**src/rtl/alu_pkg.sv**
```systemverilog
// Shared definitions for the ALU shift datapath: mode codes, FSM encoding
// and a ceil(log2) helper for sizing count fields.
package alu_pkg;

  localparam logic [2:0] MODE_LSL = 3'b000;
  localparam logic [2:0] MODE_LSR = 3'b001;
  localparam logic [2:0] MODE_ASR = 3'b010;
  localparam logic [2:0] MODE_ROR = 3'b011;
  localparam logic [2:0] MODE_ROL = 3'b100;

  typedef enum logic [1:0] {
    StIdle,
    StShift,
    StDone
  } state_e;

  function automatic int unsigned clogb2(input int unsigned value);
    int unsigned r;
    r = 0;
    while ((32'd1 << r) < value) begin
      r = r + 1;
    end
    if (r == 0) begin
      r = 1;
    end
    return r;
  endfunction

endpackage

```
**src/rtl/multi_step_shifter_shift_step.sv**
```systemverilog
// Combinational single-step shifter: moves data by amt positions in the given
// mode and reports the last bit moved out (or the wrapped bit for rotates).
module shift_step
  import alu_pkg::*;
#(
  parameter int unsigned WIDTH = 16,
  parameter int unsigned CNT_W = 4
) (
  input  logic [WIDTH-1:0] data,
  input  logic [2:0]       mode,
  input  logic [CNT_W-1:0] amt,
  output logic [WIDTH-1:0] result,
  output logic             out_bit
);

  // One guard bit beyond the data catches the final bit shifted out.
  logic [WIDTH:0]   lsl_w;
  logic [WIDTH:0]   lsr_w;
  logic [WIDTH:0]   asr_w;
  logic [WIDTH-1:0] ror_w;
  logic [WIDTH-1:0] rol_w;

  always_comb begin
    lsl_w = {1'b0, data} << amt;
    lsr_w = {data, 1'b0} >> amt;
    asr_w = $signed({data, 1'b0}) >>> amt;
    ror_w = (data >> amt) | (data << (WIDTH - 32'(amt)));
    rol_w = (data << amt) | (data >> (WIDTH - 32'(amt)));

    result  = data;
    out_bit = 1'b0;
    case (mode)
      MODE_LSL: begin
        result  = lsl_w[WIDTH-1:0];
        out_bit = lsl_w[WIDTH];
      end
      MODE_LSR: begin
        result  = lsr_w[WIDTH:1];
        out_bit = lsr_w[0];
      end
      MODE_ASR: begin
        result  = asr_w[WIDTH:1];
        out_bit = asr_w[0];
      end
      MODE_ROR: begin
        result  = ror_w;
        out_bit = ror_w[WIDTH-1];
      end
      MODE_ROL: begin
        result  = rol_w;
        out_bit = rol_w[0];
      end
      default: begin
        result  = data;
        out_bit = 1'b0;
      end
    endcase
  end

endmodule

```
**src/rtl/multi_step_shifter.sv**
```systemverilog
// Sequential shift/rotate unit: moves up to STEP positions per clock under a
// start/ready/done handshake, holding result and flags until the next start.
module multi_step_shifter
  import alu_pkg::*;
#(
  parameter int unsigned WIDTH = 16,
  parameter int unsigned STEP  = 1,
  parameter int unsigned CNT_W = clogb2(WIDTH)
) (
  input  logic             clk,
  input  logic             reset,
  input  logic             start,
  input  logic [2:0]       mode,
  input  logic [CNT_W-1:0] shift_count,
  input  logic [WIDTH-1:0] data_in,
  output logic             ready,
  output logic             done,
  output logic [WIDTH-1:0] data_out,
  output logic             carry,
  output logic             zero,
  output logic             negative,
  output logic             overflow,
  output logic             mode_err
);

  localparam logic [CNT_W-1:0] StepC = CNT_W'(STEP);

  state_e           state_q, state_d;
  logic [WIDTH-1:0] data_q, data_d;
  logic [2:0]       mode_q, mode_d;
  logic [CNT_W-1:0] rem_q, rem_d;
  logic             msb_q, msb_d;
  logic             carry_q, carry_d;
  logic             zero_q, zero_d;
  logic             neg_q, neg_d;
  logic             ovf_q, ovf_d;
  logic             err_q, err_d;

  logic [CNT_W-1:0] amt;
  logic [WIDTH-1:0] step_result;
  logic             step_out;
  logic             mode_legal;

  assign amt        = (rem_q < StepC) ? rem_q : StepC;
  assign mode_legal = (mode <= MODE_ROL);

  shift_step #(
    .WIDTH(WIDTH),
    .CNT_W(CNT_W)
  ) u_step (
    .data   (data_q),
    .mode   (mode_q),
    .amt    (amt),
    .result (step_result),
    .out_bit(step_out)
  );

  always_comb begin
    state_d = state_q;
    data_d  = data_q;
    mode_d  = mode_q;
    rem_d   = rem_q;
    msb_d   = msb_q;
    carry_d = carry_q;
    zero_d  = zero_q;
    neg_d   = neg_q;
    ovf_d   = ovf_q;
    err_d   = err_q;

    case (state_q)
      StIdle, StDone: begin
        if (start) begin
          data_d  = data_in;
          mode_d  = mode;
          rem_d   = shift_count;
          msb_d   = data_in[WIDTH-1];
          carry_d = 1'b0;
          ovf_d   = 1'b0;
          err_d   = !mode_legal;
          if (mode_legal && (shift_count != '0)) begin
            zero_d  = 1'b0;
            neg_d   = 1'b0;
            state_d = StShift;
          end else begin
            // Passthrough: this accept edge is also the DONE entry edge.
            zero_d  = (data_in == '0);
            neg_d   = data_in[WIDTH-1];
            state_d = StDone;
          end
        end
      end
      StShift: begin
        data_d  = step_result;
        carry_d = step_out;
        rem_d   = rem_q - amt;
        if (rem_d == '0) begin
          zero_d  = (step_result == '0);
          neg_d   = step_result[WIDTH-1];
          ovf_d   = (mode_q == MODE_LSL) && (step_result[WIDTH-1] != msb_q);
          state_d = StDone;
        end
      end
      default: state_d = StIdle;
    endcase
  end

  always_ff @(posedge clk) begin
    if (reset) begin
      state_q <= StIdle;
      data_q  <= '0;
      mode_q  <= '0;
      rem_q   <= '0;
      msb_q   <= 1'b0;
      carry_q <= 1'b0;
      zero_q  <= 1'b0;
      neg_q   <= 1'b0;
      ovf_q   <= 1'b0;
      err_q   <= 1'b0;
    end else begin
      state_q <= state_d;
      data_q  <= data_d;
      mode_q  <= mode_d;
      rem_q   <= rem_d;
      msb_q   <= msb_d;
      carry_q <= carry_d;
      zero_q  <= zero_d;
      neg_q   <= neg_d;
      ovf_q   <= ovf_d;
      err_q   <= err_d;
    end
  end

  assign ready    = (state_q != StShift);
  assign done     = (state_q == StDone);
  assign data_out = data_q;
  assign carry    = carry_q;
  assign zero     = zero_q;
  assign negative = neg_q;
  assign overflow = ovf_q;
  assign mode_err = err_q;

endmodule

```
**config.mk**
```make
export PLATFORM = sky130hd
export DESIGN_NAME = multi_step_shifter
export DESIGN_NICKNAME = d
export VERILOG_FILES = /design/src/rtl/alu_pkg.sv /design/src/rtl/multi_step_shifter_shift_step.sv /design/src/rtl/multi_step_shifter.sv
export SDC_FILE = /design/constraint.sdc
export NUM_CORES = 1
export LEC_CHECK = 0
export CAP_MARGIN = 20
export CORE_UTILIZATION = 45
export CTS_CLUSTER_SIZE = 25
export DETAILED_ROUTE_END_ITERATION = 10
export PLACE_DENSITY = 0.71
export SETUP_SLACK_MARGIN = 0.3
export SLEW_MARGIN = 20
export SYNTH_ARGS = -nofsm -noshare
export SYNTH_HDL_FRONTEND = slang
export SYNTH_SLANG_ARGS = --single-unit
```
**constraint.sdc**
```tcl
create_clock -name clk -period 6.9 [get_ports clk]
set_clock_uncertainty 0.2 [all_clocks]
set_input_delay 1.38 -clock clk [delete_from_list [all_inputs] [get_ports clk]]
set_output_delay 1.38 -clock clk [all_outputs]
set_load 0.02 [all_outputs]
```
# Word-level counts from Yosys, hierarchy flattened
# Index checks and enable logic that the tools add are counted.
# W data, S select, Z words.
[totals]
register_bits = 31
latch_bits = 0
ram_bits = 0
romBits = 0
out_inout_bits = 23
n_memories = 0
[op_classes]
n_addsub = 2
multipliers = 0
n_div = 0
order_cmp = 2
n_eq_ne = 10
n_shift = 7
muxes = 23
bitwise_logic = 2
n_reduce_logical = 15
[ops]
columns = ["cell", "n"]
rows = [
  ["$pmux W16 S5", 1],
  ["$logic_not A16 Y1", 2],
  ["$or A16 B16 Y16", 2],
  ["$pmux W16 S2", 1],
  ["$shl A16 B32 Y16", 1],
  ["$shr A16 B32 Y16", 1],
  ["$shl A16 B4 Y17", 1],
  ["$shr A17 B4 Y17", 1],
  ["$sshr A17 B4 Y17", 1],
  ["$mux W16", 1],
  ["$shl A16 B4 Y16", 1],
  ["$shr A16 B4 Y16", 1],
  ["$mux W1", 8],
  ["$mux W4", 2],
  ["$pmux W1 S2", 4],
  ["$pmux W4 S2", 1],
  ["$eq A3 B2 Y1 const B", 2],
  ["$mux W2", 3],
  ["$reduce_and A2 Y1", 3],
  ["$sub A5 B4 Y6 const A", 1],
  ["$pmux W1 S5", 1],
  ["$logic_not A4 Y1", 1],
  ["$lt A4 B1 Y1 const B", 1],
  ["$ne A2 B2 Y1 const B", 2],
  ["other kinds (17)", 18],
]

# Logic depth before layout (Yosys ltp)
# Gate-level depths: netlist (run 1).
[logic_depth]
word_depth = 10
mapped_depth = 12
ltp_nobuf = 9

# By module
# From an unflattened synthesis (run 1), not the netlist that was laid out.
[hier_totals]
cells_unflattened = 675
area_unflattened_um2 = 4941.0
[modules_own_cells]
columns = ["module", "instances", "cells_per_inst", "area_per_inst_um2", "seq_area_each_um2"]
rows = [
  ["shift_step", 1, 480, 3409.5, 0.0],
  ["multi_step_shifter", 1, 195, 1531.5, 620.6],
]

# Least setup slack after synthesis (run 1)
# No wires, ideal clock.
[synth_timing]
kind = "register to register"
from = "reg rem_q[1]"
to = "reg zero_q, in the netlist zero"
setup_ns = 0.096
t_arrival_ns = 2.958
required_time_ns = 6.604
path_slack_ns = 3.646
path_stages_with_launch = 13
n_path_buf = 3
path_cell_list = "dfxtp_1 > or4_4 > buf_6 > inv_2 > buf_2 > ha_1 > buf_1 > mux2_2 > a221oi_1 > o21ai_0 > a2bb2oi_1 > nand4_1 > o41ai_2"
[synth_via]
elab_chain_len = 9
elab_cells_between_ends = 20
[synth_rtl]
columns = ["item", "line_no", "source"]
rows = [
  ["from (decl)", "multi_step_shifter.sv:31", "logic [CNT_W-1:0] rem_q, rem_d;"],
  ["from (signal assigned)", "multi_step_shifter.sv:123", "rem_q <= rem_d;"],
  ["$lt A4 B1 Y1", "multi_step_shifter.sv:44", "assign amt = (rem_q < StepC) ? rem_q : StepC;"],
  ["$mux W4", "multi_step_shifter.sv:44", ""],
  ["$sub A5 B4 Y6", "multi_step_shifter_shift_step.sv:27, multi_step_shifter_shift_step.sv:28", ""],
  ["$shr A16 B32 Y16 or $shl A16 B32 Y16 (tied branches)", "multi_step_shifter_shift_step.sv:28, multi_step_shifter_shift_step.sv:27", ""],
  ["$or A16 B16 Y16, on equally long branches", "multi_step_shifter_shift_step.sv:28, multi_step_shifter_shift_step.sv:27", ""],
  ["$pmux W16 S5", "multi_step_shifter_shift_step.sv:32", "case (mode)"],
  ["$logic_not A16 Y1", "multi_step_shifter.sv:97", "zero_d = (step_result == '0);"],
  ["$mux W1", "multi_step_shifter.sv:96", "if (rem_d == '0) begin"],
  ["$pmux W1 S2", "multi_step_shifter.sv:70", "case (state_q)"],
  ["to (signal assigned)", "multi_step_shifter.sv:126", "zero_q <= zero_d;"],
  ["to (decl)", "multi_step_shifter.sv:34", "logic zero_q, zero_d;"],
]
# Parallel ways exist; a longest one is shown, timed or not. The select of a mux whose other input is x is not followed.
# A chain may end at the register's enable or synchronous reset.

# Worst setup path after layout (run 1)
[layout_timing]
from = "reg state_q[0]"
to = "out ready"
[layout_via]
elab_chain_len = 1
[layout_rtl]
columns = ["item", "line_no", "source"]
rows = [
  ["from (decl)", "multi_step_shifter.sv:28", "state_e state_q, state_d;"],
  ["from (signal assigned)", "multi_step_shifter.sv:109", "state_q <= StIdle;"],
  ["from (signal assigned)", "multi_step_shifter.sv:120", "state_q <= state_d;"],
  ["$ne A2 B1 Y1", "multi_step_shifter.sv:133", "assign ready = (state_q != StShift);"],
  ["to (decl)", "multi_step_shifter.sv:16", "output logic ready,"],
]
# Every way passes these cells.

==> results.sh, run 1 <==
export IMPL_outcome="complete, no violations"
export IMPL_p_comb_share_pct=42.6
export IMPL_cts_setup_buffers=0
export IMPL_slew_headroom_pct=26.7
export IMPL_finalWorstSetupSlack_ns=3.04
export IMPL_vias=2841
export IMPL_p_seq_share_pct=36.0
export IMPL_rsz0062_at_grt="no"
export IMPL_layout_drive_gt1_share_pct=7.97
export IMPL_drt_wirelength_per_cell_um=18.5
export IMPL_r2r_cells=9
export IMPL_p_sw_uw=262
export IMPL_tightest_slew_ns=1.10
export IMPL_first_pass_iters=5
export IMPL_power_total_uw=646
export IMPL_power_density_nw_per_um2=215
export IMPL_via_per_inst=6.55
export IMPL_io_buffers=48
export IMPL_start_kind="flip-flop"
export IMPL_clockBufferDepth=2
export IMPL_critPathMaxFanout=25
export IMPL_drc=0
export IMPL_hpwl_um=5570
export IMPL_ctsHoldBuffers=0
export IMPL_maxSlewViolCount=0
export IMPL_crit_type="reg2out"
export IMPL_die_y_um=76.0
export IMPL_dp_slack_ns=3.21
export IMPL_crit_arrival_ns=2.28
export IMPL_critPathRequiredTime_ns=5.32
export IMPL_fmax_mhz=259
export IMPL_gp_congestion=0.971
export IMPL_synthTopCellsByArea="dfxtp_1 (25%), a21oi_1 (7.7%), nand2_1 (7.3%)"
export IMPL_antenna_left=0
export IMPL_fin_crit_ns=3.86
export IMPL_initial_core_util_pct=47.6
export IMPL_ys_seq_elements=31
export IMPL_hold_viol_final=0
export IMPL_rows=26
export IMPL_synth_cell_type_count=63
export IMPL_fin_setup_tns_ns=0
export IMPL_core_sq_um=5170
export IMPL_rrSetupSlack_ns=3.15
export IMPL_drv_cap=0
export IMPL_overflow=0
export IMPL_antenna_found_initial=0
export IMPL_fin_crit_sh_pct=55.9
export IMPL_yosysWarningCount=0
export IMPL_fin_nets=391
export IMPL_endpoint_kind="output port"
export IMPL_die_area_sq_um=5770
export IMPL_ctsHtreeMaxLevel=2
export IMPL_synth_area_per_cell_sq_um=7.31
export IMPL_ctsResizeCount=0
export IMPL_synthArstFlopShare_pct=0
export IMPL_hold_path_depth=2
export IMPL_die_w_um=76.0
export IMPL_clock_sinks=31
export IMPL_multi_input_area_sq_um=1670
export IMPL_syn_num_nets=365
export IMPL_synth_top_area_share_pct=25.2
export IMPL_grt_max_degree=33
export IMPL_grt_pass1_wl_um=13400
export IMPL_cts_root_buf="clkbuf_8"
export IMPL_n_antenna_cell=0
export IMPL_hp_class="reg2reg"
export IMPL_seq_area_sq_um=621
export IMPL_areaGrowthSynthToFinish_pct=21.8
export IMPL_cts_tree="done"
export IMPL_power_internal_uw=384
export IMPL_synthFlopType="dfxtp_1"
export IMPL_syn_area_sq_um=2460
export IMPL_grt_use_total_pct=28.7
export IMPL_num_io_pins=49
export IMPL_syn_inst=337
export IMPL_yosysSeqAreaShare_pct=25.2
export IMPL_fill_cells=493
export IMPL_clock_latency_ns=0.28
export IMPL_pwr_share_clk_pct=21.4
export IMPL_clk_pin_slew_ns=0.07
export IMPL_setup_viol=0
export IMPL_synth_edff_count=0
export IMPL_routed_wl_um=8030
export IMPL_first_global_vias=2608
export IMPL_synth_largest_area_cell="dfxtp_1"
export IMPL_swShare_pct=40.5
export IMPL_cts_buffers=5
export IMPL_power_leakage_nw=1.06
export IMPL_ir_drop_mv=0.165
export IMPL_drtIter0Drc=260
[final cells by class]
type,count,area share (%)
Clock buffer,7,2.54
Clock inverter,1,0.167
Inverter,8,1.00
Multi-Input combinational cell,265,55.7
Sequential cell,31,20.7
Tap cell,70,2.92
Timing Repair Buffer,52,17.0
[registers in the layout, summed over array words and instances (netlist names)]
name	cells
mode_err	1
msb_q	1
rem_q	4
zero	1
carry	1
negative	1
mode_q	3
state_q	2
overflow	1
data_out	16
[stage by stage]
stage | utilization, % | instance area, sq um | std cells | hold WS [ns]
after floorplan | - | 2460 | 337 | 0.239
after global placement | 56.4 | 2920 | 426 | 0.252
after detailed placement | 56.4 | 2920 | 426 | 0.268
after CTS | 58.0 | 3000 | 434 | 0.275
after global routing | 58.0 | 3000 | 434 | 0.299
final | 58.0 | 3000 | 434 | 0.282
[worst max-delay path, stage by stage, from the launching register on]
cell	delay (ns)
dfxtp_1	0.34
nor2b_1	0.13
buf_4	0.19
inv_1	0.59
clkdlybuf4s50_1	0.74
[cell usage after synthesis (3+ instances only)]
master,instances
a211oi_1,13
a21oi_1,38
a22oi_1,7
a2bb2oi_1,3
a311oi_1,10
a31oi_1,5
a32oi_1,3
and3_1,4
buf_1,3
buf_6,3
clkbuf_1,25
dfxtp_1,31
inv_1,7
mux2_2,8
mux2i_1,6
nand2_1,48
nand2b_1,5
nand3_1,7
nand3b_1,3
nor2_1,29
nor2b_1,6
nor3_1,4
nor4_1,8
o21ai_0,8
o22ai_1,6
[final timing paths]
kind,startpoint,end
worst max-delay path,state_q[0],ready
worst min-delay path,msb_q,msb_q
worst max register to register,rem_q[1],zero
worst min register to register,msb_q,msb_q
[power by group through the flow]
| stage | registers (mW) | logic [mW] | clock network [mW] |
|---|---|---|---|
| after floorplan | 0.229 | 0.191 | 0 |
| after global placement | 0.234 | 0.267 | 0 |
| after detailed placement | 0.234 | 0.268 | 0 |
| after CTS | 0.230 | 0.270 | 0.138 |
| after global routing | 0.234 | 0.298 | 0.150 |
| final | 0.232 | 0.275 | 0.138 |
[cells in the final DEF (no fill, tap or decap), types with 4 or more instances in the layout]
cell             Yosys  final
nand2_1             48     48
nor3_1               4      4
clkdlybuf4s50_1      0     48
nand2b_1             5      5
mux2i_1              6      6
o22ai_1              6      6
dfxtp_1             31     31
a21oi_1             38     38
nor2_1              29     29
a311oi_1            10     10
buf_4                0      4
a211oi_1            13     13
o21ai_0              8      8
a31oi_1              5      5
mux2_2               8      8
nand3_1              7      7
and3_1               4      4
clkbuf_8             0      5
nor4_1               8      8
a22oi_1              7      7
nor2b_1              6      6
inv_1                7      7
[metal layers]
layer	global-route usage, %	up-vias	wire length (um)
li1	-	1318	-
met3	5.63	30	762
met4	11.3	0	210
met1	41.5	1320	3610
met2	41.6	173	3450
met5	0	-	0
[logic make-up after synthesis]
logic type	share of synthesized area, %
AOI/OAI and AO/OA	33.8
buffers and inverters	7.27
muxes	7.17
other	0.152
adders and majority gates	1.02
and+or+nand+nor	25.4
DFF	25.2
Power figures use the tool's default switching activity.
==> run 2: changes to the inputs <==
Settings changed: PLACE_DENSITY 0.71 to 0.74.
Clock period 6.9 ns to 3.2 ns, I/O delays scaled along.
==> run 2 against run 1 <==
Effect of this change: power rose by 130%; sequential share of layout area fell by 0.96 points; clock power rose by 120%; utilization rose by 3.1 points; non-clock buffer count rose by 16; critical endpoint is now zero; setup slack got worse by 2.7 ns; via count rose by 1.0%.
==> results.sh, run 2 (synthesis results as in run 1) <==
export IMPL_outcome="complete, no violations"
export IMPL_r2r_start="rem_q[3]"
export IMPL_clk_pin_slew_ns=0.07
export IMPL_critPathRequiredTime_ns=3.20
export IMPL_routed_wl_um=8620
export IMPL_crit_buf_inv=2
export IMPL_drc=0
export IMPL_grt_use_total_pct=29.9
export IMPL_hp_class="reg2reg"
export IMPL_hold_path_depth=2
export IMPL_core_sq_um=5170
export IMPL_fin_crit_ns=2.90
export IMPL_slew_headroom_pct=41.9
export IMPL_clock_latency_ns=0.29
export IMPL_power_total_mw=1.46
export IMPL_first_pass_iters=7
export IMPL_die_w_um=76.0
export IMPL_ctsHoldBuffers=0
export IMPL_antenna_left=0
export IMPL_cts_tree="done"
export IMPL_start_kind="flip-flop"
export IMPL_rsz0062_at_grt="yes"
export IMPL_maxSlewViolCount=0
export IMPL_drv_cap=0
export IMPL_hold_viol_final=0
export IMPL_via_per_inst=6.38
export IMPL_ir_drop_mv=0.246
export IMPL_crit_family="simple AND/OR/NAND/NOR gates"
export IMPL_fin_setup_tns_ns=0
export IMPL_gp_congestion=0.969
export IMPL_ctsHtreeMaxLevel=2
export IMPL_fmax_mhz=345
export IMPL_reg2reg_to="zero"
export IMPL_first_global_vias=2738
export IMPL_crit_type="reg2reg"
export IMPL_n_antenna_cell=0
export IMPL_final_area_sq_um=3160
export IMPL_cts_root_buf="clkbuf_8"
export IMPL_min_to="mode_err"
export IMPL_drtIter0Drc=329
export IMPL_cts_buffers=5
export IMPL_die_y_um=76.0
export IMPL_setup_viol=0
export IMPL_rrSetupSlack_ns=0.30
export IMPL_timing_hold_ws_ns=0.287
export IMPL_clock_sinks=31
export IMPL_fin_crit_sh_pct=90.7
export IMPL_power_leakage_nw=1.13
export IMPL_fill_cells=473
export IMPL_place_area_sq_um=3020
export IMPL_worst_hold_startpoint="mode_err"
export IMPL_hpwl_um=6120
export IMPL_initial_core_util_pct=47.6
export IMPL_die_area_sq_um=5770
export IMPL_largest_reg_flops=16
export IMPL_max_stage_delay_ns=0.56
export IMPL_fin_nets=407
export IMPL_worstPathCellList="or4_4 -> inv_4 -> ha_4 -> inv_2 -> mux4_2 -> a32oi_2 -> nand2_1 -> or2_0 -> o41ai_2"
export IMPL_grt_max_degree=28
export IMPL_overflow=0
export IMPL_mostFrequentLayoutCells="nand2_1 (48), clkdlybuf4s50_1 (48), a21oi_1 (38)"
export IMPL_vias=2870
export IMPL_grt_pass1_wl_um=14000
export IMPL_clockBufferDepth=2
export IMPL_drt_wirelength_per_cell_um=19.2
export IMPL_tightest_slew_ns=0.870
export IMPL_antenna_found_initial=0
export IMPL_layout_drive_gt1_share_pct=14.2
export IMPL_areaGrowthSynthToFinish_pct=28.3
export IMPL_power_density_nw_per_um2=461
export IMPL_crit_arrival_ns=2.90
export IMPL_rows=26
export IMPL_num_io_pins=49
export IMPL_worst_path_max_delay_cell="or4_4"
export IMPL_endpoint_kind="flip-flop"
export IMPL_critPathMaxFanout=5
export IMPL_io_buffers=48
export IMPL_r2r_cells=9
==> run 2: changes by cell type in the layout (fill, tap and decap cells not counted), sizes merged <==
cell | before | now
buf | 4 | 20
==> run 2: worst max path at each step <==
stage             start  endpoint  slack, ns  cells after the start
2_1_floorplan  rem_q[0]      zero       0.59                     11
3_3_place_gp   rem_q[0]      zero       0.29                      9
3_5_place_dp   rem_q[0]      zero       0.25                      9
4_1_cts        rem_q[0]      zero       0.33                      9
5_1_grt        rem_q[1]      zero       0.22                      9
6_report       rem_q[3]      zero       0.30                      9
==> run 2: repair_timing <==
action                                  4_1_cts  5_1_grt
setup buffers                                 2        2
resized for setup                             0        6
pin swaps                                     2        2
endpoints found under the setup margin        1        1
hold endpoints to repair                      0        0
==> run 2: report_power, final <==
group | total [mW] | switching (mW) | internal, mW
Sequential | 0.501 | 0.0789 | 0.422
Clock | 0.302 | 0.150 | 0.153
Combinational | 0.653 | 0.362 | 0.291
Total | 1.46 | 0.591 | 0.865
==> run 2: final cells by class <==
class / instances / area, sq um / area share [%]
multi-input combinational: 265 / 1700 / 53.8
inverter: 8 / 32.5 / 1.03
clock inverter: 1 / 5.00 / 0.158
sequential: 31 / 623 / 19.7
tap: 70 / 87.6 / 2.77
clock buffer: 7 / 76.3 / 2.42
timing repair buffer: 68 / 634 / 20.1
==> run 2: metal layers <==
| layer | wire (um) | up-vias | GRT usage [%] | part of all wire (%) |
|---|---|---|---|---|
| met5 | 0 | - | 0 | 0 |
| met4 | 281 | 0 | 13.5 | 3.3 |
| met3 | 717 | 35 | 5.39 | 8.3 |
| met2 | 3900 | 167 | 46.7 | 45 |
| met1 | 3730 | 1329 | 40.0 | 43 |
| li1 | - | 1339 | - | - |
==> run 2: through the flow <==
| stage | setup WS [ns] | std cells | util, % |
|---|---|---|---|
| after floorplan | 0.589 | 337 | - |
| after global placement | 0.293 | 438 | 58.4 |
| after detailed placement | 0.250 | 438 | 58.4 |
| after CTS | 0.334 | 448 | 60.2 |
| after global routing | 0.220 | 450 | 61.1 |
| final | 0.298 | 450 | 61.1 |
==> run 2: tightest hold or removal path: cells and delay by family (launching register included) <==
kind             cells  cell delay (ns)
flip-flops           1             0.32
AND/OR/NAND/NOR      1             0.07
AO/OA/AOI/OAI        1             0.06
==> run 3: changes to the inputs <==
Settings changed: TNS_END_PERCENT set to 50.
==> results of run 3 <==
Final layout, timing and power as in run 2 (identical DEF).
